$ cat src/rtl/bcd_binary_encoder.sv
// Two-digit BCD to 6-bit binary converter with an inclusive upper limit check.
// Optional macro BCD_SATURATE_EN clamps out-of-range results to the limit instead of flagging them.
module bcd_binary_encoder (
    input  logic       clk_i,
    input  logic       rst_i,
    input  logic       start_i,
    input  logic [3:0] tens_i,
    input  logic [3:0] ones_i,
    input  logic [5:0] max_i,
    output logic [5:0] binary_o,
    output logic       valid_o,
    output logic       error_o,
    output logic       busy_o
);

    typedef enum logic [2:0] {
        IDLE  = 3'd0,
        CHECK = 3'd1,
        MUL   = 3'd2,
        ADD   = 3'd3,
        RANGE = 3'd4
    } state_t;

    state_t     state_q, state_d;
    logic [3:0] tens_q, tens_d;
    logic [3:0] ones_q, ones_d;
    logic [5:0] max_q, max_d;
    logic [6:0] acc_q, acc_d;
    logic       dig_err_q, dig_err_d;
    logic [5:0] binary_q, binary_d;
    logic       valid_q, valid_d;
    logic       error_q, error_d;
    logic       busy_q, busy_d;

    // Next-state and next-output computation for the conversion sequence.
    always_comb begin
        state_d   = state_q;
        tens_d    = tens_q;
        ones_d    = ones_q;
        max_d     = max_q;
        acc_d     = acc_q;
        dig_err_d = dig_err_q;
        binary_d  = binary_q;
        valid_d   = 1'b0;
        error_d   = 1'b0;
        busy_d    = busy_q;
        case (state_q)
            IDLE: begin
                if (start_i) begin
                    tens_d    = tens_i;
                    ones_d    = ones_i;
                    max_d     = max_i;
                    dig_err_d = 1'b0;
                    busy_d    = 1'b1;
                    state_d   = CHECK;
                end else begin
                    busy_d    = 1'b0;
                end
            end
            CHECK: begin
                dig_err_d = (tens_q > 4'd9) || (ones_q > 4'd9);
                state_d   = MUL;
            end
            MUL: begin
                // tens*10 as shift-and-add; only meaningful for valid digits.
                acc_d   = ({3'b000, tens_q} << 3) + ({3'b000, tens_q} << 1);
                state_d = ADD;
            end
            ADD: begin
                acc_d   = acc_q + {3'b000, ones_q};
                state_d = RANGE;
            end
            RANGE: begin
                busy_d  = 1'b0;
                state_d = IDLE;
                if (dig_err_q) begin
                    error_d = 1'b1;
                end else if (acc_q > {1'b0, max_q}) begin
`ifdef BCD_SATURATE_EN
                    binary_d = max_q;
                    valid_d  = 1'b1;
`else
                    error_d  = 1'b1;
`endif
                end else begin
                    binary_d = acc_q[5:0];
                    valid_d  = 1'b1;
                end
            end
            default: begin
                busy_d  = 1'b0;
                state_d = IDLE;
            end
        endcase
    end

    // State, operand and output registers with synchronous reset.
    always_ff @(posedge clk_i) begin
        if (rst_i) begin
            state_q   <= IDLE;
            tens_q    <= 4'd0;
            ones_q    <= 4'd0;
            max_q     <= 6'd0;
            acc_q     <= 7'd0;
            dig_err_q <= 1'b0;
            binary_q  <= 6'd0;
            valid_q   <= 1'b0;
            error_q   <= 1'b0;
            busy_q    <= 1'b0;
        end else begin
            state_q   <= state_d;
            tens_q    <= tens_d;
            ones_q    <= ones_d;
            max_q     <= max_d;
            acc_q     <= acc_d;
            dig_err_q <= dig_err_d;
            binary_q  <= binary_d;
            valid_q   <= valid_d;
            error_q   <= error_d;
            busy_q    <= busy_d;
        end
    end

    assign binary_o = binary_q;
    assign valid_o  = valid_q;
    assign error_o  = error_q;
    assign busy_o   = busy_q;

endmodule

$ cat config.mk
export PLATFORM = sky130hd
export DESIGN_NAME = bcd_binary_encoder
export DESIGN_NICKNAME = d
export VERILOG_FILES = /design/src/rtl/bcd_binary_encoder.sv
export SDC_FILE = /design/constraint.sdc
export NUM_CORES = 1
export LEC_CHECK = 0
export CAP_MARGIN = 5
export CELL_PAD_IN_SITES_DETAIL_PLACEMENT = 0
export CELL_PAD_IN_SITES_GLOBAL_PLACEMENT = 1
export CORE_ASPECT_RATIO = 0.9
export CORE_MARGIN = 2
export CORE_UTILIZATION = 40
export CTS_CLUSTER_SIZE = 28
export DETAILED_ROUTE_END_ITERATION = 7
export PLACE_DENSITY_LB_ADDON = 0.05
export SYNTH_ARGS = -nofsm -noshare
export SYNTH_HDL_FRONTEND = slang
export SYNTH_SLANG_ARGS = --single-unit
$ cat constraint.sdc
create_clock -name clk_i -period 2.07 [get_ports clk_i]
set_input_delay 0.414 -clock clk_i [delete_from_list [all_inputs] [get_ports clk_i]]
set_output_delay 0.414 -clock clk_i [all_outputs]
set_load 0.05 [all_outputs]
==> results.tsv, run 1 <==
metric	value	unit
Clock transition at path regs	70	ps
Final Setup Violations	0	
worst slew pin tran	613	ps
Synth area leaders	dfxtp_1, ha_1, a21oi_1	
Antenna Nets Post-Route	0	
P_int	1170	uW
port bufs	25	
hpwl dp	2.76	mm
Slew Limit Headroom	59.0	%
hold depth	2	
power share of the clock group	35.3	%
crit share post-route	93.4	%
Sw Ratio	28.0	%
status	completed	
Syn. warnings	0	
P_sw	455	uW
total grt overflow	0	
Max Cap Viol	0	
initial core utilization	41.6	%
setup tns final	0	ps
clk_skew	2.44	ps
hold_sp	max_q[5]	
reg-to-reg endpoint	binary_o[3]	
Syn-to-layout area delta	24.5	%
Clk Latency, worst-skew pair	290	ps
fin area	0.00212	mm^2
GP Congestion	0.877	
final std cells w/o fill	273	
initial antenna violation count	0	
Tmin final	1930	ps
layout cell share with drive strength beyond 1	8.89	%
Remaining DRCs	0	
synthesis-stage register bit count	34	
Synth Net Count	227	
first-pass GRT wire length	6.50	mm
H-tree depth	2	
Hold Crit Class	reg -> reg	
static leakage	0.000791	uW
Die ar.	0.00481	mm^2
post-synthesis cell type count	38	
core footprint	0.00410	mm^2
Cells after Synth	196	
Worst Setup End Kind	register	
Top-Level Pins	26	
Iteration-0 DRC Markers	48	
Post-synth EDFFs	0	
row count	22	
Max Fclk	517	MHz
# diodes	0	
layout net count	255	
die width	72.9	um
CTS buffer count	5	
pwr/cell area	766	mW/mm^2
startpoint types	register	
sequential power share	45.3	%
leading area contributor after synthesis	dfxtp_1	
Post-synth top flop	dfxtp_1	
synthesized area per cell	8.71	um^2
clock root buffer master	clkbuf_8	
largest net degree at the start of global routing	20	
Die H	66.0	um
Final Max Slew Viols	0	
synthesized cell area	0.00171	mm^2
Post-CTS Setup Bufs	0	
Hold Path End	max_q[5]	
total number of vias	1415	
Crit Path Max Fanout	6	
final wirelength	3.65	mm
Synth top cells by count	dfxtp_1, nand2_1, a21oi_1	
dpl cell area	0.00201	mm^2
CTS Buffer Depth	2	
post-cts resize count	0	
Worst EP arrival	2110	ps
share of the synthesized area in the top cell type	39.9	%
GRT Util Overall	18.0	%
drt first pass iters	4	
Seq/Total Area, Yosys	39.9	%
Required @ worst endpoint	2250	ps
vias in the first global route	1402	
unrepaired setup endpoints after global routing	no	
R2R depth	5	
asr flop ratio synth	0	%
Inst Count DP	265	
combinational share of power	19.4	%
Fill cells	414	
hold buffers post-CTS	0	
reg2reg start	acc_q[5]	
CTS tree	built	
critical path class	reg -> reg	
worst ir drop on vdd	0.366	mV
worst reg-to-reg setup slack	140	ps
clock sinks	34	
Vias/cell	5.18	
Hold Vio Cnt, Final	0	
routed length per instance	13.4	um
## power groups by stage
stage | sequential, uW | clock, uW | combinational, uW
floorplan | 746 | 0 | 222
global placement | 751 | 0 | 312
detailed placement | 752 | 0 | 318
CTS | 737 | 589 | 321
global route | 744 | 625 | 360
finish | 737 | 574 | 316
## final cells by class
cell class	count	area, um^2	share of cell area, %
well taps	48	60.1	2.83
flip-flops and latches	34	681	32.0
repair buffers	31	295	13.9
inverters	14	52.6	2.47
multi-input cells	138	926	43.6
clock buffers	8	110	5.18
## sequential cells by signal, indices dropped and copies added (netlist names)
register   count
ones_q         4
binary_o       6
tens_q         4
acc_q          7
valid_o        1
busy_o         1
dig_err_q      1
state_q        3
error_o        1
max_q          6
## through the flow
| stage | utilization (%) | hold WS [ps] | setup slack, ps | total power [uW] |
|---|---|---|---|---|
| floorplan | - | 436 | 374 | 968 |
| global placement | 49.1 | 446 | 165 | 1060 |
| detailed placement | 49.1 | 450 | 134 | 1070 |
| CTS | 51.8 | 460 | 122 | 1650 |
| global route | 51.8 | 492 | 59.1 | 1730 |
| finish | 51.8 | 458 | 136 | 1630 |
## layer usage
layer	routed length, um	global-route usage, %
met1	1820	22.4
met2	1650	29.3
met3	117	4.57
met4	55	7.64
met5	0	0
## worst max-delay path by stage
stage | start | to | slack [ps] | depth (start not counted)
2_1_floorplan | max_q[5] | binary_o[4] | 370 | 6
6_report | acc_q[5] | binary_o[3] | 140 | 5
5_1_grt | acc_q[5] | binary_o[1] | 60 | 5
3_5_place_dp | acc_q[5] | binary_o[3] | 130 | 5
4_1_cts | acc_q[5] | binary_o[3] | 120 | 5
3_3_place_gp | acc_q[5] | binary_o[2] | 170 | 5
## worst max-delay path: stages (launching register included)
cell and delay [ps]:
dfxtp_1 460, ha_1 320, a211oi_2 250, a31oi_2 180, o31a_1 360, a22o_1 260
## cell usage in the layout, fill, tap and decap left out, drive strengths merged, types with 2 or more instances in the layout
cell / n
nand4b: 2
a21oi: 26
nand3b: 2
buf: 6
nand2: 35
nor2: 7
a22o: 6
xnor2: 4
nor3b: 2
a31oi: 3
dfxtp: 34
fa: 2
a21o: 2
ha: 12
o21ai: 5
o211ai: 2
mux2i: 3
nand3: 4
inv: 14
clkbuf: 8
nor3: 5
nor2b: 3
nor4: 2
a211oi: 4
clkdlybuf4s50: 25
## cell families (layout without fill, tap and decap cells)
kind of cell / Yosys count / after routing / share of synthesized area [%]
buffers and inverters: 24 / 53 / 5.86
multiplexers: 3 / 3 / 1.76
AND/OR/NAND/NOR: 65 / 65 / 19.8
XOR/XNOR: 5 / 5 / 2.57
adder cells (fa/ha/maj): 14 / 14 / 11.1
flip-flops: 34 / 34 / 39.9
AO/OA/AOI/OAI: 51 / 51 / 19.0
(Power assumes the default switching activity.)
==> run 2: changes to the inputs <==
Settings changed: CORE_MARGIN 2 to 3, SLEW_MARGIN set to 20.
==> run 2 against run 1 <==
Net effect: via count rose by 1.5%; power is 7.6% lower; clock skew grew 4.8 ps; combinational power hardly changed; highest routed layer unchanged.
==> results.tsv, run 2 (synthesis gave the netlist of run 1 again) <==
metric	value	unit	change
status	completed		
# diodes	0		unchanged
Worst EP arrival	2120	ps	about the same
CP delay by family, top	compound AO/OA/AOI/OAI gates		
clk_skew	7.26	ps	+4.82 ps
setup tns final	0	ps	unchanged
first-pass GRT wire length	6.64	mm	+2.1%
total power	1500	uW	-7.6%
Worst Setup End Kind	register		
CTS buffer count	5		unchanged
GP Congestion	0.817		-6.9%
worst ir drop on vdd	0.618	mV	+69%
CTS Buffer Depth	2		unchanged
total number of vias	1436		+1.5%
Remaining DRCs	0		unchanged
dpl cell area	0.00202	mm^2	+0.25%
buffer and inverter count on the worst path	0		unchanged
Top-Level Pins	26		unchanged
most frequent cells in the layout	nand2_1, dfxtp_1, a21oi_1		
Max Fclk	514	MHz	-0.53%
Critical Path Max Stage Delay	480	ps	+20 ps
die width	74.9	um	+2.7%
layout net count	256		+0.39%
pwr/cell area	716	mW/mm^2	-6.5%
Crit Path Max Fanout	6		unchanged
static leakage	0.000783	uW	-0.99%
R2R depth	5		unchanged
largest net degree at the start of global routing	20		unchanged
Die ar.	0.00509	mm^2	+5.9%
crit share post-route	93.9	%	+0.50 points
Top reg by flops	acc_q		
Slowest-stage cell, CP	dfxtp_1		
worst slack, placed	140	ps	+5.84 ps
core footprint	0.00392	mm^2	-4.5%
Slew Limit Headroom	58.4	%	-0.63 points
max reg flops	7		unchanged
Antenna Nets Post-Route	0		unchanged
Worst path depth	5		unchanged
Die H	68.0	um	+3.0%
initial core utilization	43.6	%	+2.0 points
initial antenna violation count	0		unchanged
drt first pass iters	4		unchanged
Iteration-0 DRC Markers	64		+33%
worst slew pin tran	623	ps	+9.40 ps
total grt overflow	0		unchanged
reg-to-reg endpoint	binary_o[2]		
Tmin final	1940	ps	+10.3 ps
vias in the first global route	1444		+3.0%
critical path class	reg -> reg		
Max Cap Viol	0		unchanged
Post-CTS Setup Bufs	0		unchanged
most common cell after layout, fill and taps aside	nand2_1		
Required @ worst endpoint	2240	ps	about the same
fin area	0.00210	mm^2	-1.2%
layout cell share with drive strength beyond 1	9.33	%	+0.44 points
Vias/cell	5.30		+2.2%
final worst slack	126	ps	-10.3 ps
critical path launch point	acc_q[5]		
final wirelength	3.81	mm	+4.4%
GRT Util Overall	17.1	%	-0.86 points
clock sinks	34		unchanged
CTS tree	built		
unrepaired setup endpoints after global routing	no		
H-tree depth	2		unchanged
hpwl dp	2.97	mm	+7.8%
Final Setup Violations	0		unchanged
Critical Path, Cell by Cell	ha_1 -> a211oi_2 -> a31oi_2 -> o31a_1 -> a22o_1		
reg2reg start	acc_q[5]		
Syn-to-layout area delta	23.0	%	
Clk Latency, worst-skew pair	280	ps	about the same
startpoint types	register		
Critical Path Sink	binary_o[2]		
routed length per instance	14.1	um	+5.2%
clock root buffer master	clkbuf_8		
Clock transition at path regs	70	ps	about the same
Hold Vio Cnt, Final	0		unchanged
Final Max Slew Viols	0		unchanged
row count	21		-4.5%
port bufs	25		unchanged
Hold Crit Class	reg -> reg		
worst reg-to-reg setup slack	130	ps	about the same
-- run 2: timing repair --
action	4_1_cts	5_1_grt
hold buffers	0	0
endpoints found under the setup margin	0	1
resized for setup	0	1
-- run 2: layout make-up --
type | count | area (um^2)
clock inverter | 2 | 10.0
inverter | 14 | 52.6
clock buffer | 5 | 68.8
tap | 46 | 57.6
sequential | 34 | 682
fill | 382 | 1820
timing repair buffer | 32 | 303
multi-input combinational | 138 | 926
-- run 2: power by group --
group	internal [uW]	leakage [uW]	switching [uW]
sequential	694	0.000278	44.1
combinational	144	0.000462	175
clock	225	0.0000438	221
total	1060	0.000783	440
-- run 2: per-layer routing --
metal	up-vias	global-route usage, %	share of wire, %
li1	737	-	-
met3	4	4.11	4.4
met5	-	0	0
met2	37	30.0	48
met4	0	4.00	0.76
met1	658	21.2	47
-- run 2: worst min-delay path by stage --
stage,startpoint,to,slack (ps),cells past startpoint
after CTS,max_q[3],max_q[3],460,2
final,max_q[3],max_q[3],460,2
after detailed placement,max_q[3],max_q[3],460,2
after global routing,binary_o[5],binary_o[5],490,1
after global placement,max_q[5],max_q[5],440,2
after floorplan,max_q[1],max_q[1],440,2
-- run 2: through the flow --
stage / hold WS, ps / util, % / cells
floorplan: 436 / - / 196
global placement: 444 / 51.6 / 264
detailed placement: 456 / 51.6 / 264
CTS: 465 / 53.6 / 271
global route: 491 / 53.6 / 271
finish: 462 / 53.6 / 271
-- run 2: worst reg2reg max path, cell delays in order, from the launching register on --
cell and delay (ps):
dfxtp_1 480, ha_1 330, a211oi_2 250, a31oi_2 180, o31a_1 350, a22o_1 260
